===== config.mk =====
export PLATFORM = sky130hd
export DESIGN_NAME = elevator_scan_ctrl
export DESIGN_NICKNAME = d
export VERILOG_FILES = /design/src/rtl/elevator_pkg.sv /design/src/rtl/elevator_call_latch.sv /design/src/rtl/elevator_scan_ctrl.sv
export SDC_FILE = /design/constraint.sdc
export NUM_CORES = 1
export LEC_CHECK = 0
export ABC_AREA = 1
export CAP_MARGIN = 20
export CORE_UTILIZATION = 35
export CTS_CLUSTER_SIZE = 28
export DETAILED_ROUTE_END_ITERATION = 12
export PLACE_DENSITY = 0.66
export SYNTH_ARGS = -nofsm -noshare
export SYNTH_HDL_FRONTEND = slang
export SYNTH_SLANG_ARGS = --single-unit

===== constraint.sdc =====
create_clock -name clk -period 4.4 [get_ports clk]
set_clock_uncertainty 0.05 [all_clocks]
set_input_delay 0.66 -clock clk [delete_from_list [all_inputs] [get_ports clk]]
set_output_delay 0.66 -clock clk [all_outputs]
set_load 0.01 [all_outputs]

===== src/rtl/elevator_pkg.sv =====
// elevator_pkg: shared FSM type, direction constants and call-search helpers
package elevator_pkg;
    typedef enum logic [1:0] {IDLE, MOVE, DOOR} state_t;
    localparam logic DIR_UP = 1'b1;
    localparam logic DIR_DOWN = 1'b0;
    localparam int MAX_FLOORS = 64;
    function automatic logic any_above(input int floor, input logic [MAX_FLOORS-1:0] vec);
        logic r;
        r = 1'b0;
        for (int i = 0; i < MAX_FLOORS; i++) r = r | (i > floor && vec[i]);
        return r;
    endfunction
    function automatic logic any_below(input int floor, input logic [MAX_FLOORS-1:0] vec);
        logic r;
        r = 1'b0;
        for (int i = 0; i < MAX_FLOORS; i++) r = r | (i < floor && vec[i]);
        return r;
    endfunction
endpackage


===== src/rtl/elevator_call_latch.sv =====
// elevator_call_latch: car/hall-up/hall-down pending registers, clear wins over set
module elevator_call_latch
    import elevator_pkg::*;
#(
    parameter int N_FLOORS = 8
) (
    input  logic                clk,
    input  logic                rst,
    input  logic [N_FLOORS-1:0] car_set,
    input  logic [N_FLOORS-1:0] up_set,
    input  logic [N_FLOORS-1:0] down_set,
    input  logic [N_FLOORS-1:0] car_clr,
    input  logic [N_FLOORS-1:0] up_clr,
    input  logic [N_FLOORS-1:0] down_clr,
    output logic [N_FLOORS-1:0] car_pend,
    output logic [N_FLOORS-1:0] up_pend,
    output logic [N_FLOORS-1:0] down_pend
);
    localparam logic [N_FLOORS-1:0] UP_MASK = {1'b0, {(N_FLOORS-1){1'b1}}};
    localparam logic [N_FLOORS-1:0] DOWN_MASK = {{(N_FLOORS-1){1'b1}}, 1'b0};
    always_ff @(posedge clk)
        if (rst) begin
            car_pend <= '0;
            up_pend <= '0;
            down_pend <= '0;
        end else begin
            car_pend <= (car_pend | car_set) & ~car_clr;
            up_pend <= (up_pend | up_set) & ~up_clr & UP_MASK;
            down_pend <= (down_pend | down_set) & ~down_clr & DOWN_MASK;
        end
endmodule


===== src/rtl/elevator_scan_ctrl.sv =====
// elevator_scan_ctrl: SCAN collective-control car controller with registered motor/door outputs
module elevator_scan_ctrl
    import elevator_pkg::*;
#(
    parameter int N_FLOORS = 8,
    parameter int FLOOR_BITS = $clog2(N_FLOORS),
    parameter int TRAVEL_CYCLES = 16,
    parameter int DOOR_CYCLES = 32
) (
    input  logic                  clk,
    input  logic                  rst,
    input  logic [N_FLOORS-1:0]   car_call,
    input  logic [N_FLOORS-1:0]   hall_up,
    input  logic [N_FLOORS-1:0]   hall_down,
    input  logic                  door_hold,
    output logic [FLOOR_BITS-1:0] current_floor,
    output logic                  motor_up,
    output logic                  motor_down,
    output logic                  door_open,
    output logic                  direction,
    output logic [N_FLOORS-1:0]   car_pend,
    output logic [N_FLOORS-1:0]   up_pend,
    output logic [N_FLOORS-1:0]   down_pend,
    output logic                  busy
);
    localparam int FW = FLOOR_BITS + 1;
    localparam int TW = TRAVEL_CYCLES > 1 ? $clog2(TRAVEL_CYCLES) : 1;
    localparam int DW = DOOR_CYCLES > 1 ? $clog2(DOOR_CYCLES) : 1;
    state_t state, state_n;
    logic [FLOOR_BITS-1:0] floor_n, nf;
    logic [FW-1:0] nf_w;
    logic [TW-1:0] travel_cnt, travel_cnt_n;
    logic [DW-1:0] door_cnt, door_cnt_n;
    logic dir_n, step_ok, cur_up, cur_dn, nxt_up, nxt_dn, ahead_cur, behind_cur, ahead_nf;
    logic here, opp_here, reopen, flip, stop;
    logic motor_up_n, motor_down_n, door_open_n, busy_n;
    logic [N_FLOORS-1:0] car_clr, up_clr, down_clr;
    logic [MAX_FLOORS-1:0] all_pend;
    elevator_call_latch #(.N_FLOORS(N_FLOORS)) u_latch (
        .clk(clk), .rst(rst),
        .car_set(car_call), .up_set(hall_up), .down_set(hall_down),
        .car_clr(car_clr), .up_clr(up_clr), .down_clr(down_clr),
        .car_pend(car_pend), .up_pend(up_pend), .down_pend(down_pend)
    );
    assign all_pend = MAX_FLOORS'(car_pend | up_pend | down_pend);
    assign nf_w = direction ? {1'b0, current_floor} + FW'(1) : {1'b0, current_floor} - FW'(1);
    assign step_ok = nf_w < FW'(N_FLOORS);
    assign nf = nf_w[FLOOR_BITS-1:0];
    assign cur_up = any_above(int'(current_floor), all_pend);
    assign cur_dn = any_below(int'(current_floor), all_pend);
    assign nxt_up = any_above(int'(nf), all_pend);
    assign nxt_dn = any_below(int'(nf), all_pend);
    assign ahead_cur = direction ? cur_up : cur_dn;
    assign behind_cur = direction ? cur_dn : cur_up;
    assign ahead_nf = direction ? nxt_up : nxt_dn;
    assign here = car_pend[current_floor] | up_pend[current_floor] | down_pend[current_floor];
    assign opp_here = direction ? down_pend[current_floor] : up_pend[current_floor];
    assign reopen = car_pend[current_floor] | car_call[current_floor] | (direction
        ? up_pend[current_floor] | (hall_up[current_floor] & (int'(current_floor) != N_FLOORS-1))
        : down_pend[current_floor] | (hall_down[current_floor] & (current_floor != '0)));
    assign flip = !ahead_nf && (direction ? down_pend[nf] : up_pend[nf]);
    assign stop = car_pend[nf] | (direction ? up_pend[nf] : down_pend[nf]) | flip;
    always_ff @(posedge clk)
        if (rst) begin
            state <= IDLE;
            current_floor <= '0;
            direction <= DIR_UP;
            travel_cnt <= '0;
            door_cnt <= '0;
            motor_up <= 1'b0;
            motor_down <= 1'b0;
            door_open <= 1'b0;
            busy <= 1'b0;
        end else begin
            state <= state_n;
            current_floor <= floor_n;
            direction <= dir_n;
            travel_cnt <= travel_cnt_n;
            door_cnt <= door_cnt_n;
            motor_up <= motor_up_n;
            motor_down <= motor_down_n;
            door_open <= door_open_n;
            busy <= busy_n;
        end
    always_comb begin
        state_n = state;
        floor_n = current_floor;
        dir_n = direction;
        travel_cnt_n = '0;
        door_cnt_n = '0;
        car_clr = '0;
        up_clr = '0;
        down_clr = '0;
        case (state)
            IDLE:
                if (here) begin
                    state_n = DOOR;
                    dir_n = up_pend[current_floor] ? DIR_UP : down_pend[current_floor] ? DIR_DOWN : direction;
                    car_clr[current_floor] = 1'b1;
                    up_clr[current_floor] = dir_n;
                    down_clr[current_floor] = !dir_n;
                end else if (ahead_cur) begin
                    state_n = MOVE;
                end else if (behind_cur) begin
                    state_n = MOVE;
                    dir_n = !direction;
                end
            MOVE:
                if (travel_cnt != TW'(TRAVEL_CYCLES-1)) begin
                    travel_cnt_n = travel_cnt + TW'(1);
                end else if (!step_ok) begin
                    state_n = IDLE;
                end else begin
                    floor_n = nf;
                    if (stop) begin
                        state_n = DOOR;
                        car_clr[nf] = 1'b1;
                        up_clr[nf] = direction | flip;
                        down_clr[nf] = !direction | flip;
                        dir_n = direction ^ flip;
                    end else if (!ahead_nf) begin
                        state_n = IDLE;
                    end
                end
            DOOR:
                // a same-direction or car call at this floor is absorbed and restarts the dwell
                if (door_hold || reopen) begin
                    car_clr[current_floor] = reopen;
                    up_clr[current_floor] = reopen & direction;
                    down_clr[current_floor] = reopen & !direction;
                end else if (door_cnt != DW'(DOOR_CYCLES-1)) begin
                    door_cnt_n = door_cnt + DW'(1);
                end else if (ahead_cur) begin
                    state_n = MOVE;
                end else if (opp_here) begin
                    dir_n = !direction;
                    up_clr[current_floor] = !direction;
                    down_clr[current_floor] = direction;
                end else if (behind_cur) begin
                    state_n = MOVE;
                    dir_n = !direction;
                end else begin
                    state_n = IDLE;
                end
            default: state_n = IDLE;
        endcase
    end
    always_comb begin
        motor_up_n = state_n == MOVE && dir_n;
        motor_down_n = state_n == MOVE && !dir_n;
        door_open_n = state_n == DOOR;
        busy_n = state_n != IDLE;
    end
endmodule


==> results of run 1 <==
[cell families after synthesis]
group / after synthesis
and+or+nand+nor: 458
buffers and inverters: 117
adders and majority gates: 12
AOI/OAI and AO/OA: 89
DFF: 41
xor gates and xnor gates: 3
other: 1
[state kept, by name, summed over array words and instances (netlist names), 2 cells and up]
signal and flops:
current_floor 3, door_cnt 5, state 2, travel_cnt 4, u_latch.car_pend 8, u_latch.down_pend 7, u_latch.up_pend 7
[synth_stat cells, drive strengths merged]
library cell,count,area share [%]
a21oi,15,2.0
a22oi,1,0.18
a31o,5,1.1
a31oi,1,0.15
and2,1,0.15
buf,28,5.8
clkbuf,4,0.36
conb,1,0.091
dfxtp,41,20
ha,12,3.6
inv,85,7.9
nand2,263,25
nand3,76,10
nand4,10,1.9
nor2,92,9.4
nor3,15,2.2
nor3b,1,0.30
o2111ai,1,0.21
o211ai,4,0.97
o21ai,61,7.8
o22ai,1,0.15
xnor2,2,0.43
xor2,1,0.21
[area by class of cell]
type                            instances  area, um^2  share of cell area, %
Timing Repair Buffer                   63         613                   12.7
Sequential cell                        41         822                   17.0
Tap cell                              143         179                   3.70
Clock inverter                          2        37.5                  0.775
Clock buffer                            6         139                   2.87
Inverter                               85         324                   6.69
Multi-Input combinational cell        564        2730                   56.3
[layout by cell type, fill, tap and decap left out, types with 13 or more instances in the layout]
cell type	synthesis	layout
nor3_1	13	13
o21ai_0	50	50
dfxtp_1	41	40
a21oi_1	13	13
nand2_1	249	249
nor2_1	83	83
nand2_2	13	13
inv_1	78	78
clkdlybuf4s50_1	0	56
nand3_1	70	70
[metal layers]
metal / wire length [um] / track usage, % / vias to the layer above
met1: 6170 / 30.7 / 2078
met3: 1060 / 3.73 / 31
met5: 0 / 0 / -
met2: 6060 / 36.1 / 197
li1: - / - / 2366
met4: 539 / 10.8 / 0
[power by group through the flow]
stage / registers, mW / logic (mW) / clock network [mW]
3_3_place_gp: 0.491 / 1.06 / 0
2_1_floorplan: 0.494 / 0.770 / 0
4_1_cts: 0.480 / 1.06 / 0.471
3_5_place_dp: 0.486 / 1.06 / 0
6_report: 0.480 / 1.07 / 0.461
5_1_grt: 0.488 / 1.19 / 0.486
[path summary, 6_finish.rpt]
check	startpoint	end	slack (ns)	depth (start not counted)
setup / recovery	current_floor[1]	direction	0.95	20
hold / removal	door_cnt[0]	door_cnt[0]	0.40	1
setup reg to reg	current_floor[1]	direction	0.95	20
hold reg to reg	door_cnt[0]	door_cnt[0]	0.40	1
==> flow_metrics.py, run 1 <==
metrics = {
    "pwr": {
        "p_int_mw": 1.05,
        "combPwrFrac_pct": 53.3,
        "power_switching_mw": 0.965,
        "powerDensity_mw_per_mm2": 416,
        "finalPower_mw": 2.01,
        "vdd_ir_drop_max_mv": 0.237,
        "clkPwrFrac_pct": 22.9,
        "seq_power_share_pct": 23.8,
        "power_switching_share_pct": 47.9,
        "p_leak_nw": 2.29,
    },
    "worst_setup_path": {
        "worstSetupStartpointType": "flip-flop",
        "cp_slowest_cell": "inv_1",
        "setup.worst_path.end_class": "flip-flop",
        "critPathBufInv": 2,
        "max_stage_delay_ns": 0.39,
        "cp_data_arrival_time_ns": 3.56,
        "critPathKind": "flip-flop to flip-flop",
        "required_ns": 4.51,
        "path_cells": "inv_1, ha_1, ha_1, o21ai_4, inv_2, o22ai_1, nand2_1, nor2_1, nand2_1, nand2_2, nand2_2, ha_1, o21ai_0, nand2_1, o21ai_0, o21ai_0, a31oi_1, nand2_1, nand2_1, nand2_1",
        "path_max_fanout": 16,
        "crit_top_cell": "nand2_1",
        "cp_top_family": "compound AO/OA/AOI/OAI gates",
    },
    "layout": {
        "stdcell_count": 904,
        "drive_gt1_share_pct": 8.80,
        "areaGrowthSynthToFinish_pct": 17.5,
        "finish.utilization_pct": 42.2,
        "nNetsFinal": 799,
        "fin_area_mm2": 0.00484,
        "n_antenna_cell": 0,
        "n_fill_cell": 1261,
    },
    "cts": {
        "cts_sinks": 41,
        "cts-root-buf": "clkbuf_16",
        "tritoncts": "built",
        "clk_pin_slew_ns": 0.07,
        "ctsResizeCount": 0,
        "clock_path_buffers": 2,
        "cts_made_buffers": 5,
        "cts_max_level": 2,
        "clk_latency_ns": 0.30,
        "hold_buffers": 0,
        "cts_setup_buffers": 0,
    },
    "synth": {
        "seq_area_frac_synth_pct": 19.9,
        "syn_area_mm2": 0.00412,
        "yosys.area_share.simple_pct": 49.2,
        "synth_top_family_by_area": "simple AND/OR/NAND/NOR gates",
        "synthAdderAreaFrac_pct": 3.64,
        "synth_xor_area_share_pct": 0.638,
        "synth_compound_area_share_pct": 12.5,
        "synthMuxAreaShare_pct": 0,
        "syn_area_per_cell_um2": 5.71,
        "yosys_warnings": 0,
        "synth_seq_cells": 41,
        "synth.distinct_cells": 44,
        "synthCells": 721,
    },
    "place": {
        "io_buffers": 56,
        "place.gp.congestion": 0.903,
        "post-place-ws_ns": 0.994,
        "placed_area_mm2": 0.00466,
        "dp.cells": 896,
        "hpwlAfterDp_mm": 10.3,
    },
    "global_routing": {
        "grt_max_degree": 58,
        "overflow": 0,
        "grt_pass1_vias": 4234,
        "grt_pass1_wl_mm": 22.3,
        "grt_usage_pct": 23.0,
        "antenna_found_initial": 0,
    },
    "detailed_routing": {
        "drtIter0Drc": 386,
        "drc_errors": 0,
        "vias_per_cell": 5.17,
        "drtAntennaViolNets": 0,
        "first_pass_iters": 5,
        "routed_wl_mm": 13.8,
        "wl_per_cell_um": 15.3,
        "vias": 4672,
    },
    "sta": {
        "worst_pin_slew_ns": 0.829,
        "hold_viol_final": 0,
        "period_minus_slack_ns": 3.45,
        "slew_headroom_pct": 44.7,
        "hold_slack_ns": 0.396,
        "setup_ws_ns": 0.948,
        "timing.fmax_mhz": 290,
        "drv_slew": 0,
        "period_share_pct": 78.5,
        "setup_viol": 0,
        "rsz0062_at_grt": "no",
        "setup_tns_ns": 0,
    },
    "job": {
        "max_cap_viol_count": 0,
    },
    "floorplanning": {
        "pin_count": 59,
        "coreArea_mm2": 0.0115,
        "die_height_um": 111,
        "core.rowCount": 39,
        "start_util_pct": 35.9,
        "die-width_um": 111,
        "die-area_mm2": 0.0122,
    },
    "run_status": {
        "outcome": "finished, final reports clean",
    },
    "min_path": {
        "hold_path_class": "flip-flop to flip-flop",
    },
}
Note: power is estimated with default switching activity, not from simulation.
==> run 2, diff against run 1 <==
--- a/config.mk
+++ b/config.mk
@@ -10,7 +10,7 @@
 export CORE_UTILIZATION = 35
 export CTS_CLUSTER_SIZE = 28
 export DETAILED_ROUTE_END_ITERATION = 12
-export PLACE_DENSITY = 0.66
+export PLACE_DENSITY = 0.68
 export SYNTH_ARGS = -nofsm -noshare
 export SYNTH_HDL_FRONTEND = slang
 export SYNTH_SLANG_ARGS = --single-unit
==> constraint.sdc (replaced) <==
create_clock -name clk -period 3.1 [get_ports clk]
set_clock_uncertainty 0.05 [all_clocks]
set_input_delay 0.465 -clock clk [delete_from_list [all_inputs] [get_ports clk]]
set_output_delay 0.465 -clock clk [all_outputs]
set_load 0.01 [all_outputs]
==> run 2 against run 1 <==
Compared with the run above:
- fmax increased by 20%
- critical endpoint unchanged
- register-to-register slack got worse by 0.73 ns
- power increased by 49%
- highest routed layer unchanged
- largest cell class unchanged
==> flow_metrics.py, run 2 (same netlist as run 1, synthesis figures left out) <==
metrics = {
    "global_routing": {
        "grt_usage_pct": 22.7,
        "grt_pass1_vias": 4360,
        "met1_usage_pct": 30.6,
        "grt_pass1_wl_mm": 22.3,
        "grt.met2_usage_pct": 37.6,
        "grt_max_degree": 58,
        "use_met3_pct": 2.69,
        "busiest_layer": "met2",
        "antenna_found_initial": 0,
        "overflow": 0,
    },
    "cts": {
        "cts_sinks": 41,
        "tritoncts": "built",
        "cts-root-buf": "clkbuf_16",
        "cts_max_level": 2,
        "clk_latency_ns": 0.29,
        "cts_made_buffers": 5,
        "clk_pin_slew_ns": 0.06,
        "clock_path_buffers": 2,
    },
    "detailed_routing": {
        "first_pass_iters": 7,
        "drtIter0Drc": 437,
        "routed_wl_mm": 14.0,
        "vias_per_cell": 5.24,
        "wl_per_cell_um": 15.2,
        "drc_errors": 0,
        "vias": 4843,
        "drtAntennaViolNets": 0,
    },
    "place": {
        "place.gp.congestion": 0.936,
        "hpwlAfterDp_mm": 10.6,
        "post-place-ws_ns": 0.0795,
        "dp.cells": 909,
        "placed_area_mm2": 0.00477,
        "io_buffers": 56,
    },
    "worst_setup_path": {
        "ff2ff_setup_slack_ns": 0.22,
        "path_max_fanout": 7,
        "worst_r2r_path_depth": 20,
        "endpoint": "direction",
        "required_ns": 3.23,
        "cp_data_arrival_time_ns": 3.00,
        "r2r-end": "direction",
        "critical_path.startpoint": "current_floor[0]",
        "critPathKind": "flip-flop to flip-flop",
        "setup.worst_path.end_class": "flip-flop",
        "worstSetupStartpointType": "flip-flop",
        "reg2reg_from": "current_floor[0]",
    },
    "layout": {
        "fin_area_mm2": 0.00508,
        "reg.largest.list": "u_latch.car_pend: 8 flops, u_latch.down_pend: 7 flops, u_latch.up_pend: 7 flops",
        "largest_reg_flops": 8,
        "final_cell_mix": "245 x nand2_1, 80 x nor2_1, 76 x inv_1",
        "stdcell_count": 924,
        "drive_gt1_share_pct": 13.3,
        "regMostFlops": "u_latch.car_pend",
        "n_fill_cell": 1257,
        "nNetsFinal": 820,
        "areaGrowthSynthToFinish_pct": 23.3,
        "final_common_cell": "nand2_1",
        "n_antenna_cell": 0,
    },
    "min_path": {
        "hold_path_class": "flip-flop to flip-flop",
        "worstHoldStart": "door_cnt[0]",
        "whs_path_depth": 1,
    },
    "floorplanning": {
        "coreArea_mm2": 0.0115,
        "core.rowCount": 39,
        "die_height_um": 111,
        "die-width_um": 111,
        "die-area_mm2": 0.0122,
        "start_util_pct": 35.9,
        "pin_count": 59,
    },
    "run_status": {
        "outcome": "finished, final reports clean",
    },
    "sta": {
        "setup_tns_ns": 0,
        "drv_slew": 0,
        "setup_ws_ns": 0.221,
        "hold_slack_ns": 0.393,
        "timing.fmax_mhz": 347,
        "hold_viol_final": 0,
        "setup_viol": 0,
        "period_share_pct": 92.9,
        "worst_pin_slew_ns": 0.563,
        "period_minus_slack_ns": 2.88,
        "slew_headroom_pct": 62.4,
    },
    "pwr": {
        "vdd_ir_drop_max_mv": 0.350,
        "powerDensity_mw_per_mm2": 591,
        "p_leak_nw": 2.40,
    },
    "job": {
        "max_cap_viol_count": 0,
    },
}
run 2: cell types whose count changed in the layout (fill, tap and decap cells not counted), sizes merged:
cell | previous run | this run
clkinv | 0 | 1
clkbuf | 6 | 5
clkinvlp | 1 | 0
buf | 7 | 28
run 2: stage by stage:
step	util, %	power, mW
CTS	43.0	2.86
finish	44.3	3.00
floorplan	-	1.79
detailed placement	41.6	2.25
global route	44.3	3.23
global placement	41.6	2.26
run 2: cell type report:
type | instances | area, um^2 | share of cell area [%]
Multi-Input combinational cell | 564 | 2810 | 55.3
Sequential cell | 41 | 826 | 16.3
Clock buffer | 5 | 125 | 2.46
Timing Repair Buffer | 84 | 778 | 15.3
Clock inverter | 2 | 35.0 | 0.690
Tap cell | 143 | 179 | 3.52
Inverter | 85 | 327 | 6.43
run 2: worst max-delay path, cell delays in order, from the launching register on:
cell and delay, ns:
dfxtp_4 0.36, ha_1 0.19, ha_1 0.28, nand2_2 0.09, o21ai_4 0.11, buf_6 0.16
nand3_1 0.07, nand3_1 0.09, nor2_1 0.14, nand3_2 0.10, nand2_2 0.10, nand2_2 0.08
ha_4 0.21, o21ai_1 0.12, nand2_1 0.06, o21ai_1 0.07, o21ai_1 0.07, a31oi_1 0.21
nand2_1 0.09, nand2_2 0.08, nand2_1 0.04
run 2: power by group:
| group | leakage, nW | switching, mW | internal [mW] |
|---|---|---|---|
| combinational | 1.98 | 1.09 | 0.602 |
| sequential | 0.340 | 0.104 | 0.607 |
| clock | 0.0797 | 0.228 | 0.375 |
| total | 2.40 | 1.42 | 1.58 |
run 2: repair_timing:
item                                    4_1_cts  5_1_grt
hold buffers                                  0        0
endpoints found under the setup margin        0        7
gates resized for setup                       0       27
buffers inserted                              0        8
run 2: worst min-delay path by stage:
stage | end | slack, ns
floorplan | door_cnt[0] | 0.37
global placement | travel_cnt[0] | 0.38
detailed placement | door_cnt[0] | 0.39
CTS | door_cnt[0] | 0.40
global route | door_cnt[0] | 0.43
finish | door_cnt[0] | 0.39
run 2: per-layer routing:
| metal | vias up | part of all wire (%) |
|---|---|---|
| met5 | - | 0 |
| met4 | 0 | 2.7 |
| met3 | 29 | 7.4 |
| met2 | 232 | 46 |
| met1 | 2180 | 44 |
| li1 | 2402 | - |
